## config.mk

```make
export PLATFORM = sky130hd
export DESIGN_NAME = fifo_uart_tx_flat
export DESIGN_NICKNAME = d
export VERILOG_FILES = /design/src/rtl/fifo_uart_tx_pkg.sv /design/src/rtl/fifo_uart_tx_if.sv /design/src/rtl/fifo_uart_tx_bit_timer.sv /design/src/rtl/fifo_uart_tx.sv /design/src/flat_wrapper.sv
export SDC_FILE = /design/constraint.sdc
export NUM_CORES = 1
export LEC_CHECK = 0
export ABC_CLOCK_PERIOD_IN_PS = 2350
export CAP_MARGIN = 20
export CORE_UTILIZATION = 45
export CTS_CLUSTER_DIAMETER = 60
export DETAILED_ROUTE_END_ITERATION = 12
export GPL_ROUTABILITY_DRIVEN = 0
export PLACE_DENSITY = 0.65
export SYNTH_ARGS = -nofsm -noshare
export SYNTH_HDL_FRONTEND = slang
export SYNTH_HIERARCHICAL = 1
export SYNTH_SLANG_ARGS = --single-unit
```

## constraint.sdc

```tcl
create_clock -name clk -period 2.35 [get_ports clk]
set_input_delay 0.47 -clock clk [delete_from_list [all_inputs] [get_ports clk]]
set_output_delay 0.47 -clock clk [all_outputs]
set_load 0.01 [all_outputs]
```

## src/rtl/fifo_uart_tx_pkg.sv

```systemverilog
// ----------------------------------------------------------------------------
// uart_tx_pkg
//   Shared types and line levels for the FIFO-fed UART transmitter.
//   - tx_state_t : transmitter FSM state encoding
//   - START_LVL / STOP_LVL / IDLE_LVL : serial line levels
// ----------------------------------------------------------------------------
package uart_tx_pkg;

    typedef enum logic [2:0] {
        IDLE,
        FETCH,
        START,
        DATA,
        PARITY,
        STOP
    } tx_state_t;

    localparam logic START_LVL = 1'b0;
    localparam logic STOP_LVL  = 1'b1;
    localparam logic IDLE_LVL  = 1'b1;

endpackage

```

## src/rtl/fifo_uart_tx_if.sv

```systemverilog
// ----------------------------------------------------------------------------
// fifo_uart_tx_if
//   FIFO read-port bundle between the byte FIFO and its UART drain stage.
//   Signals:
//     fifo_empty  FIFO empty flag                  (FIFO -> drain)
//     fifo_data   FIFO data_out, valid 1 cycle
//                 after fifo_rd_en                 (FIFO -> drain)
//     fifo_rd_en  single-cycle read strobe         (drain -> FIFO)
//   Modports:
//     master : drain side (issues reads)
//     slave  : FIFO side (answers reads)
// ----------------------------------------------------------------------------
interface fifo_uart_tx_if #(
    parameter int unsigned DATA_W = 8
);

    logic              fifo_empty;
    logic [DATA_W-1:0] fifo_data;
    logic              fifo_rd_en;

    modport master (
        input  fifo_empty,
        input  fifo_data,
        output fifo_rd_en
    );

    modport slave (
        output fifo_empty,
        output fifo_data,
        input  fifo_rd_en
    );

endinterface

```

## src/rtl/fifo_uart_tx_bit_timer.sv

```systemverilog
// ----------------------------------------------------------------------------
// uart_bit_timer
//   Counts clk cycles within one UART bit period.
//   Ports:
//     clk          system clock
//     rst          synchronous active-high reset
//     clear        force the count back to 0 (line not in a bit period)
//     enable       advance the count this cycle
//     bit_end      high on the last cycle of a bit period
//     bit_pre_end  high on the cycle before the last one, so callers can
//                  register an output that lands on the last cycle
// ----------------------------------------------------------------------------
module uart_bit_timer #(
    parameter int unsigned CLKS_PER_BIT = 16
) (
    input  logic clk,
    input  logic rst,
    input  logic clear,
    input  logic enable,
    output logic bit_end,
    output logic bit_pre_end
);

    localparam int unsigned CNT_W = (CLKS_PER_BIT > 1) ? $clog2(CLKS_PER_BIT) : 1;
    localparam logic [CNT_W-1:0] LAST     = CNT_W'(CLKS_PER_BIT - 1);
    localparam logic [CNT_W-1:0] PRE_LAST = CNT_W'(CLKS_PER_BIT - 2);

    logic [CNT_W-1:0] cnt_q, cnt_d;

    always_comb begin
        cnt_d = cnt_q;
        if (clear) begin
            cnt_d = '0;
        end else if (enable) begin
            cnt_d = (cnt_q == LAST) ? '0 : cnt_q + CNT_W'(1);
        end
    end

    always_ff @(posedge clk) begin
        if (rst) begin
            cnt_q <= '0;
        end else begin
            cnt_q <= cnt_d;
        end
    end

    assign bit_end     = enable && (cnt_q == LAST);
    assign bit_pre_end = enable && (cnt_q == PRE_LAST);

endmodule

```

## src/rtl/fifo_uart_tx.sv

```systemverilog
// ----------------------------------------------------------------------------
// fifo_uart_tx
//   Drain stage for the 8-bit byte FIFO. Pops a byte whenever the FIFO is
//   non-empty and the line is idle, then sends it as an 8N1 UART frame
//   (start, 8 data bits LSB first, stop).
//   Build option: define UART_TX_PARITY_EN to insert an even-parity bit
//   between the last data bit and the stop bit (8E1 frame).
//   Ports:
//     clk        system clock, rising edge
//     rst        synchronous active-high reset
//     fifo       FIFO read port (fifo_uart_tx_if.master)
//     tx         serial line, idle high, registered
//     busy       registered (state != IDLE)
//     byte_done  1-cycle pulse on the last cycle of each stop bit
// ----------------------------------------------------------------------------
module fifo_uart_tx
    import uart_tx_pkg::*;
#(
    parameter int unsigned CLKS_PER_BIT = 16,
    parameter int unsigned DATA_W       = 8
) (
    input  logic                  clk,
    input  logic                  rst,
    fifo_uart_tx_if.master        fifo,
    output logic                  tx,
    output logic                  busy,
    output logic                  byte_done
);

    tx_state_t         state_q, state_d;
    logic              tx_q, tx_d;
    logic              busy_q, busy_d;
    logic              byte_done_q, byte_done_d;
    logic [DATA_W-1:0] shift_q, shift_d;
    logic [2:0]        idx_q, idx_d;
`ifdef UART_TX_PARITY_EN
    logic              par_q, par_d;
`endif

    logic timer_en;
    logic bit_end;
    logic bit_pre_end;

    // Timer runs only while a bit is on the line; IDLE/FETCH hold it at 0 so
    // START always begins a full bit period.
    assign timer_en = (state_q != IDLE) && (state_q != FETCH);

    uart_bit_timer #(
        .CLKS_PER_BIT (CLKS_PER_BIT)
    ) u_bit_timer (
        .clk         (clk),
        .rst         (rst),
        .clear       (!timer_en),
        .enable      (timer_en),
        .bit_end     (bit_end),
        .bit_pre_end (bit_pre_end)
    );

    // Read strobe is combinational so the FIFO data lands in FETCH.
    always_comb begin
        fifo.fifo_rd_en = (state_q == IDLE) && !fifo.fifo_empty && !rst;
    end

    always_comb begin
        state_d     = state_q;
        tx_d        = tx_q;
        shift_d     = shift_q;
        idx_d       = idx_q;
        byte_done_d = 1'b0;
`ifdef UART_TX_PARITY_EN
        par_d       = par_q;
`endif
        unique case (state_q)
            IDLE: begin
                tx_d = IDLE_LVL;
                if (!fifo.fifo_empty) begin
                    state_d = FETCH;
                end
            end
            FETCH: begin
                shift_d = fifo.fifo_data;
`ifdef UART_TX_PARITY_EN
                par_d   = ^fifo.fifo_data;
`endif
                idx_d   = 3'd0;
                tx_d    = START_LVL;
                state_d = START;
            end
            START: begin
                if (bit_end) begin
                    tx_d    = shift_q[0];
                    shift_d = shift_q >> 1;
                    state_d = DATA;
                end
            end
            DATA: begin
                if (bit_end) begin
                    if (idx_q == 3'd7) begin
`ifdef UART_TX_PARITY_EN
                        tx_d    = par_q;
                        state_d = PARITY;
`else
                        tx_d    = STOP_LVL;
                        state_d = STOP;
`endif
                    end else begin
                        tx_d    = shift_q[0];
                        shift_d = shift_q >> 1;
                        idx_d   = idx_q + 3'd1;
                    end
                end
            end
            PARITY: begin
`ifdef UART_TX_PARITY_EN
                if (bit_end) begin
                    tx_d    = STOP_LVL;
                    state_d = STOP;
                end
`else
                // Unreachable without parity; recover to a clean idle line.
                tx_d    = IDLE_LVL;
                state_d = IDLE;
`endif
            end
            STOP: begin
                // Registered pulse: decided one cycle early to hit the last cycle.
                byte_done_d = bit_pre_end;
                if (bit_end) begin
                    tx_d    = IDLE_LVL;
                    state_d = IDLE;
                end
            end
            default: begin
                tx_d    = IDLE_LVL;
                state_d = IDLE;
            end
        endcase
        busy_d = (state_d != IDLE);
    end

    always_ff @(posedge clk) begin
        if (rst) begin
            state_q     <= IDLE;
            tx_q        <= IDLE_LVL;
            busy_q      <= 1'b0;
            byte_done_q <= 1'b0;
            shift_q     <= '0;
            idx_q       <= 3'd0;
`ifdef UART_TX_PARITY_EN
            par_q       <= 1'b0;
`endif
        end else begin
            state_q     <= state_d;
            tx_q        <= tx_d;
            busy_q      <= busy_d;
            byte_done_q <= byte_done_d;
            shift_q     <= shift_d;
            idx_q       <= idx_d;
`ifdef UART_TX_PARITY_EN
            par_q       <= par_d;
`endif
        end
    end

    assign tx        = tx_q;
    assign busy      = busy_q;
    assign byte_done = byte_done_q;

endmodule
```

## src/flat_wrapper.sv

```systemverilog
// flat-port wrapper written by rule: the top's interface ports become plain ports
module fifo_uart_tx_flat import uart_tx_pkg::*;
#(
    parameter int unsigned CLKS_PER_BIT = 16,
    parameter int unsigned DATA_W       = 8
)
  (clk, rst, tx, busy, byte_done, fifo_fifo_empty, fifo_fifo_data, fifo_fifo_rd_en);
  fifo_uart_tx_if #(.DATA_W(DATA_W)) fifo_i ();
  input  logic clk;
  input  logic rst;
  output logic tx;
  output logic busy;
  output logic byte_done;
  input wire logic [$bits(fifo_i.fifo_empty)-1:0] fifo_fifo_empty;
  input wire logic [$bits(fifo_i.fifo_data)-1:0] fifo_fifo_data;
  output wire logic [$bits(fifo_i.fifo_rd_en)-1:0] fifo_fifo_rd_en;
  assign fifo_i.fifo_empty = fifo_fifo_empty;
  assign fifo_i.fifo_data = fifo_fifo_data;
  assign fifo_fifo_rd_en = fifo_i.fifo_rd_en;
  fifo_uart_tx #(.CLKS_PER_BIT(CLKS_PER_BIT), .DATA_W(DATA_W)) u_core (.clk(clk), .rst(rst), .fifo(fifo_i), .tx(tx), .busy(busy), .byte_done(byte_done));
endmodule
```

==> results of run 1 <==
==> routing by layer <==
metal  up-vias  share of wire
met3         2          0.041
met1       451           0.48
met4         0         0.0067
li1        493              -
met5         -              0
met2        25           0.47
==> registers in the layout, indices dropped and copies added, names as in the netlist <==
| name | count |
|---|---|
| u_core/shift_q | 8 |
| u_core/u_bit_timer/cnt_q | 4 |
| u_core/idx_q | 3 |
| u_core/state_q | 3 |
| u_core/busy | 1 |
| u_core/byte_done | 1 |
| u_core/tx | 1 |
==> path summary, 6_finish.rpt <==
kind	to	cells after the start	slack, ns	from
worst max register to register	u_core/shift_q[2]	7	0.29	u_core/state_q[2]
worst min register to register	u_core/shift_q[7]	2	0.49	u_core/shift_q[7]
worst min-delay path	u_core/shift_q[7]	2	0.49	u_core/shift_q[7]
worst max-delay path	fifo_fifo_rd_en	3	0.14	fifo_fifo_empty
==> Yosys cell counts, drive strengths merged, types with 2 or more instances <==
| master | n | area share |
|---|---|---|
| nor2 | 25 | 0.081 |
| inv | 11 | 0.036 |
| and4 | 2 | 0.018 |
| a21oi | 11 | 0.067 |
| xor2 | 2 | 0.015 |
| nor3b | 2 | 0.013 |
| buf | 6 | 0.032 |
| dfxtp | 21 | 0.36 |
| ha | 4 | 0.043 |
| nor2b | 4 | 0.028 |
| clkbuf | 3 | 0.0097 |
| mux2i | 3 | 0.026 |
| nand2 | 6 | 0.019 |
| nor3 | 2 | 0.0086 |
| o21ai | 9 | 0.039 |
| a211oi | 7 | 0.075 |
| and3 | 2 | 0.011 |
==> area by class of cell <==
cell class                 count  area [um2]  share of cell area
inverter                      11        41.3              0.0305
multi-input combinational     96         658               0.486
clock buffer                   4        26.3              0.0194
tap                           30        37.5              0.0277
timing repair buffer          18         170               0.126
sequential                    21         420               0.311
==> power by group <==
part	internal, W	switching, W
logic	0.0000706	0.0000858
registers	0.000380	0.0000133
clock network	0.0000659	0.000104
==> tightest hold or removal path, stage by stage (launching register included) <==
cell and delay (ns):
dfxtp_1 0.33, inv_1 0.05, o32ai_1 0.07
==> logic make-up (layout without fill, tap and decap cells) <==
logic type	after synthesis	after routing
AND/OR/NAND/NOR	50	50
AO/OA/AOI/OAI	36	36
XOR/XNOR	3	3
multiplexers	3	3
buffers and inverters	20	33
flip-flops	21	21
adder cells (fa/ha/maj)	4	4
==> metrics by stage <==
step / hold WS, ns / util / std cells
finish: 0.490 / 0.551 / 180
global route: 0.537 / 0.551 / 180
CTS: 0.489 / 0.549 / 180
detailed placement: 0.470 / 0.538 / 176
global placement: 0.464 / 0.538 / 176
floorplan: 0.453 / - / 137
==> what timing repair did <==
| item | 4_1_cts | 5_1_grt |
|---|---|---|
| hold endpoints to repair | 0 | 0 |
| endpoints found under the setup margin | 0 | 1 |
| gates resized for setup | 0 | 1 |
==> flow_metrics.py, run 1 <==
metrics = {
    "outcome": {
        "status": "finished with violations",
        "violations": "DRC",
    },
    "critical_path": {
        "cp.required_ns": 1.88,
        "crit_top_cell": "clkdlybuf4s50_1",
        "crit_path_end_kind": "output pin",
        "slowest_delay_ns": 0.57,
        "critPathTopFamily": "buffers and inverters",
        "cp.buffers_inverters": 2,
        "critPathKind": "in -> out",
        "startpoint_type": "input pin",
        "cp.arrival_ns": 1.74,
        "worstPathCellList": "clkdlybuf4s50_1, nor4b_2, clkdlybuf4s50_1",
        "slowest_stage": "clkdlybuf4s50_1",
        "crit_fanout": 2,
    },
    "drt": {
        "drt_wl_total_mm": 2.23,
        "viasPerCell": 5.39,
        "via_count": 971,
        "firstDrtPassIters": 8,
        "drtIter0Drc": 30,
        "post_drt_wl_per_cell_um": 12.4,
        "antenna_left": 0,
        "drc": 1,
    },
    "synthesis": {
        "synth_compound_area_frac": 0.247,
        "synth_cells": 137,
        "synthAdderAreaFrac": 0.0431,
        "ys.warnings.count": 6,
        "syn_avg_cell_area_um2": 8.48,
        "synth_mux_area_frac": 0.0258,
        "synth_edf_count": 0,
        "synth_top_family_by_area": "compound AO/OA/AOI/OAI gates",
        "synth-simple-area-share": 0.223,
        "ys_seq_area_frac": 0.362,
        "synth_cell_type_count": 38,
        "ys.flop_type": "dfxtp_1",
        "syn_area_mm2": 0.00116,
        "synth_seq_cells": 21,
        "ys_async_sr_fraction": 0,
        "synthXorXnorAreaFrac": 0.0226,
        "syn_nets": 152,
    },
    "clocking": {
        "hold_buffers": 0,
        "cts_root_buf": "clkbuf_4",
        "cts.path.max_buffers": 2,
        "cts_tree": "yes",
        "clk_latency_ns": 0.29,
        "postCtsSetupBuffers": 0,
        "cts_buffers": 3,
        "clkSinkCount": 21,
        "clk_pin_slew_ns": 0.11,
        "htree_levels": 1,
    },
    "die": {
        "initial_core_util": 0.473,
        "ios": 15,
        "die_w_um": 52.8,
        "rows": 18,
        "core_mm2": 0.00245,
        "fp.dieH_um": 52.8,
        "die-area_mm2": 0.00279,
    },
    "sta": {
        "final_max_slew_viol_count": 0,
        "worstMarginPinSlew_ns": 0.354,
        "finalSetupViolCount": 0,
        "post-route-period-util": 0.941,
        "rsz0062_at_grt": "false",
        "min_period_ns": 2.21,
        "clock_skew_ns": 0.000725,
        "fmax_mhz": 452,
        "layout_setup_ws_ns": 0.139,
        "finalSetupTns_ns": 0,
        "hold_viol": 0,
        "maxSlewHeadroom": 0.764,
    },
    "finish": {
        "final_cell_area_mm2": 0.00135,
        "drive_above_1_share": 0.140,
        "layout_common_cells": "25 x nor2_1, 21 x dfxtp_1, 14 x clkdlybuf4s50_1",
        "antennaDiodeCount": 0,
        "final_common_cell": "nor2_1",
        "finalNetCount": 166,
        "fillers": 247,
        "areaGrowthSynthToFinish_pct": 16.5,
    },
    "placed_design": {
        "io_buffers": 14,
        "dpl.hpwl_mm": 1.57,
        "pre_cts_ws_ns": 0.0761,
        "dpl-instance-area_mm2": 0.00132,
    },
    "job": {
        "maxCapViolCount": 0,
    },
    "worst_hold_path": {
        "hold_class": "reg -> reg",
    },
    "pwr": {
        "max-vdd-ir-drop_v": 0.000359,
        "leakagePower_nw": 0.534,
        "cellPowerDensity_mw_per_mm2": 532,
        "finalPower_w": 0.000720,
    },
    "global_route": {
        "grt_pass1_wl_mm": 3.82,
        "antenna_found_initial": 0,
        "first_global_vias": 867,
        "grt_max_degree": 23,
        "use_met2": 0.302,
        "grt_use_met1": 0.249,
        "grtUsageMet3": 0.0290,
        "track_usage": 0.186,
        "grt-ovfl-total": 0,
        "top_usage_layer": "met2",
    },
}
No activity file was read; power rests on OpenSTA's default activity.
==> run 2, diff against run 1 <==
--- a/config.mk
+++ b/config.mk
@@ -5,7 +5,7 @@
 export SDC_FILE = /design/constraint.sdc
 export NUM_CORES = 1
 export LEC_CHECK = 0
-export ABC_CLOCK_PERIOD_IN_PS = 2350
+export ABC_CLOCK_PERIOD_IN_PS = 2560
 export CAP_MARGIN = 20
 export CORE_UTILIZATION = 45
 export CTS_CLUSTER_DIAMETER = 60
==> constraint.sdc (replaced) <==
create_clock -name clk -period 2.56 [get_ports clk]
set_input_delay 0.512 -clock clk [delete_from_list [all_inputs] [get_ports clk]]
set_output_delay 0.512 -clock clk [all_outputs]
set_load 0.01 [all_outputs]
==> flow_metrics.py, run 2 (same netlist as run 1, synthesis figures left out) <==
metrics = {
    "die": {
        "ios": 15,
        "rows": 18,
        "die_w_um": 52.8,
        "core_mm2": 0.00245,
        "fp.dieH_um": 52.8,
        "die-area_mm2": 0.00279,
        "initial_core_util": 0.473,
    },
    "drt": {
        "antenna_left": 0,
        "drc": 1,
        "viasPerCell": 5.23,
        "firstDrtPassIters": 10,
        "drt_wl_total_mm": 2.25,
        "drtIter0Drc": 23,
        "post_drt_wl_per_cell_um": 12.5,
        "via_count": 942,
    },
    "pwr": {
        "leakagePower_nw": 0.534,
        "clkPwrFrac": 0.238,
        "switchingPower_w": 0.000190,
        "intPower_w": 0.000471,
        "sequentialPowerShare": 0.547,
        "cellPowerDensity_mw_per_mm2": 490,
        "max-vdd-ir-drop_v": 0.000383,
        "pwr-share-comb": 0.215,
        "switching_share": 0.287,
    },
    "clocking": {
        "clk_latency_ns": 0.30,
        "htree_levels": 1,
        "cts_tree": "yes",
        "cts_root_buf": "clkbuf_4",
        "hold_buffers": 0,
        "postCtsSetupBuffers": 0,
        "ctsResizeCount": 0,
        "clk_pin_slew_ns": 0.12,
        "cts.path.max_buffers": 2,
        "clkSinkCount": 21,
        "cts_buffers": 3,
    },
    "sta": {
        "finalSetupTns_ns": 0,
        "hold_viol": 0,
        "clock_skew_ns": 0.00721,
        "maxSlewHeadroom": 0.756,
        "fmax_mhz": 423,
        "worstMarginPinSlew_ns": 0.365,
        "rsz0062_at_grt": "false",
        "finalSetupViolCount": 0,
        "post-route-period-util": 0.924,
        "min_period_ns": 2.37,
        "worst_hold_slack_ns": 0.495,
        "final_max_slew_viol_count": 0,
    },
    "global_route": {
        "first_global_vias": 885,
        "grt_pass1_wl_mm": 3.81,
        "grt_max_degree": 22,
        "track_usage": 0.190,
        "antenna_found_initial": 0,
        "grt-ovfl-total": 0,
    },
    "critical_path": {
        "startpoint_type": "input pin",
        "slowest_delay_ns": 0.59,
        "crit_top_cell": "clkdlybuf4s50_1",
        "crit_fanout": 2,
        "cp.required_ns": 2.05,
        "critPathKind": "in -> out",
        "cp.arrival_ns": 1.85,
        "slowest_stage": "clkdlybuf4s50_1",
        "crit_path_end_kind": "output pin",
        "worstPathCellList": "clkdlybuf4s50_1, nor4b_1, clkdlybuf4s50_1",
    },
    "placed_design": {
        "dpl.hpwl_mm": 1.57,
        "dpl-instance-area_mm2": 0.00132,
        "io_buffers": 14,
    },
    "finish": {
        "drive_above_1_share": 0.140,
        "fin_util": 0.549,
        "final_common_cell": "nor2_1",
        "areaGrowthSynthToFinish_pct": 16.0,
        "reg_top3": "u_core/shift_q: 8 flops, u_core/u_bit_timer/cnt_q: 4 flops",
        "layout_common_cells": "25 x nor2_1, 21 x dfxtp_1, 14 x clkdlybuf4s50_1",
        "finalNetCount": 166,
        "antennaDiodeCount": 0,
        "largest_reg_flops": 8,
        "fillers": 243,
        "regMostFlops": "u_core/shift_q",
        "final_cell_area_mm2": 0.00135,
    },
    "worst_hold_path": {
        "hold_class": "reg -> reg",
    },
    "outcome": {
        "status": "finished with violations",
        "violations": "DRC",
    },
    "job": {
        "maxCapViolCount": 0,
    },
}
run 2: cell count changes in the layout (fill, tap and decap cells not counted):
cell and change:
clkbuf_1 -1, clkinv_2 +1, nor4b_1 +1, nor4b_2 -1
run 2: path summary, 6_finish.rpt:
check                    startpoint           endpoint  slack, ns  cells after the start
setup / recovery    fifo_fifo_empty    fifo_fifo_rd_en       0.19                      3
hold / removal    u_core/shift_q[7]  u_core/shift_q[7]       0.49                      2
setup reg to reg  u_core/state_q[1]  u_core/shift_q[1]       0.55                      7
hold reg to reg   u_core/shift_q[7]  u_core/shift_q[7]       0.49                      2
run 2: per-layer routing:
metal	up-vias	track usage	routed length [um]
met3	2	0.0290	43
met5	-	0	0
met1	432	0.243	1160
met2	10	0.302	1030
met4	0	0.101	20
li1	498	-	-
run 2: layout make-up:
class / instances / area [um2] / area share
well taps: 30 / 37.5 / 0.0278
multi-input cells: 96 / 652 / 0.483
clock inverters: 1 / 5.00 / 0.00371
flip-flops and latches: 21 / 420 / 0.312
repair buffers: 18 / 170 / 0.126
inverters: 11 / 41.3 / 0.0306
clock buffers: 3 / 22.5 / 0.0167
run 2: power groups by stage:
stage | clock network [W] | logic (W) | registers [W]
floorplan | 0 | 0.000103 | 0.000365
global placement | 0 | 0.000140 | 0.000368
detailed placement | 0 | 0.000143 | 0.000369
CTS | 0.000167 | 0.000143 | 0.000361
global route | 0.000177 | 0.000159 | 0.000364
finish | 0.000158 | 0.000142 | 0.000361
run 2: critical path, delay by kind of cell:
kind,cells,cell delay [ns]
and+or+nand+nor,1,0.31
buffers and inverters,2,1.03
run 2: stage by stage:
stage / instances / worst slack [ns] / power, W
2_1_floorplan: 137 / 0.505 / 0.000468
3_3_place_gp: 176 / 0.185 / 0.000508
3_5_place_dp: 176 / 0.178 / 0.000512
4_1_cts: 180 / 0.173 / 0.000672
5_1_grt: 180 / 0.0722 / 0.000700
6_report: 180 / 0.193 / 0.000661
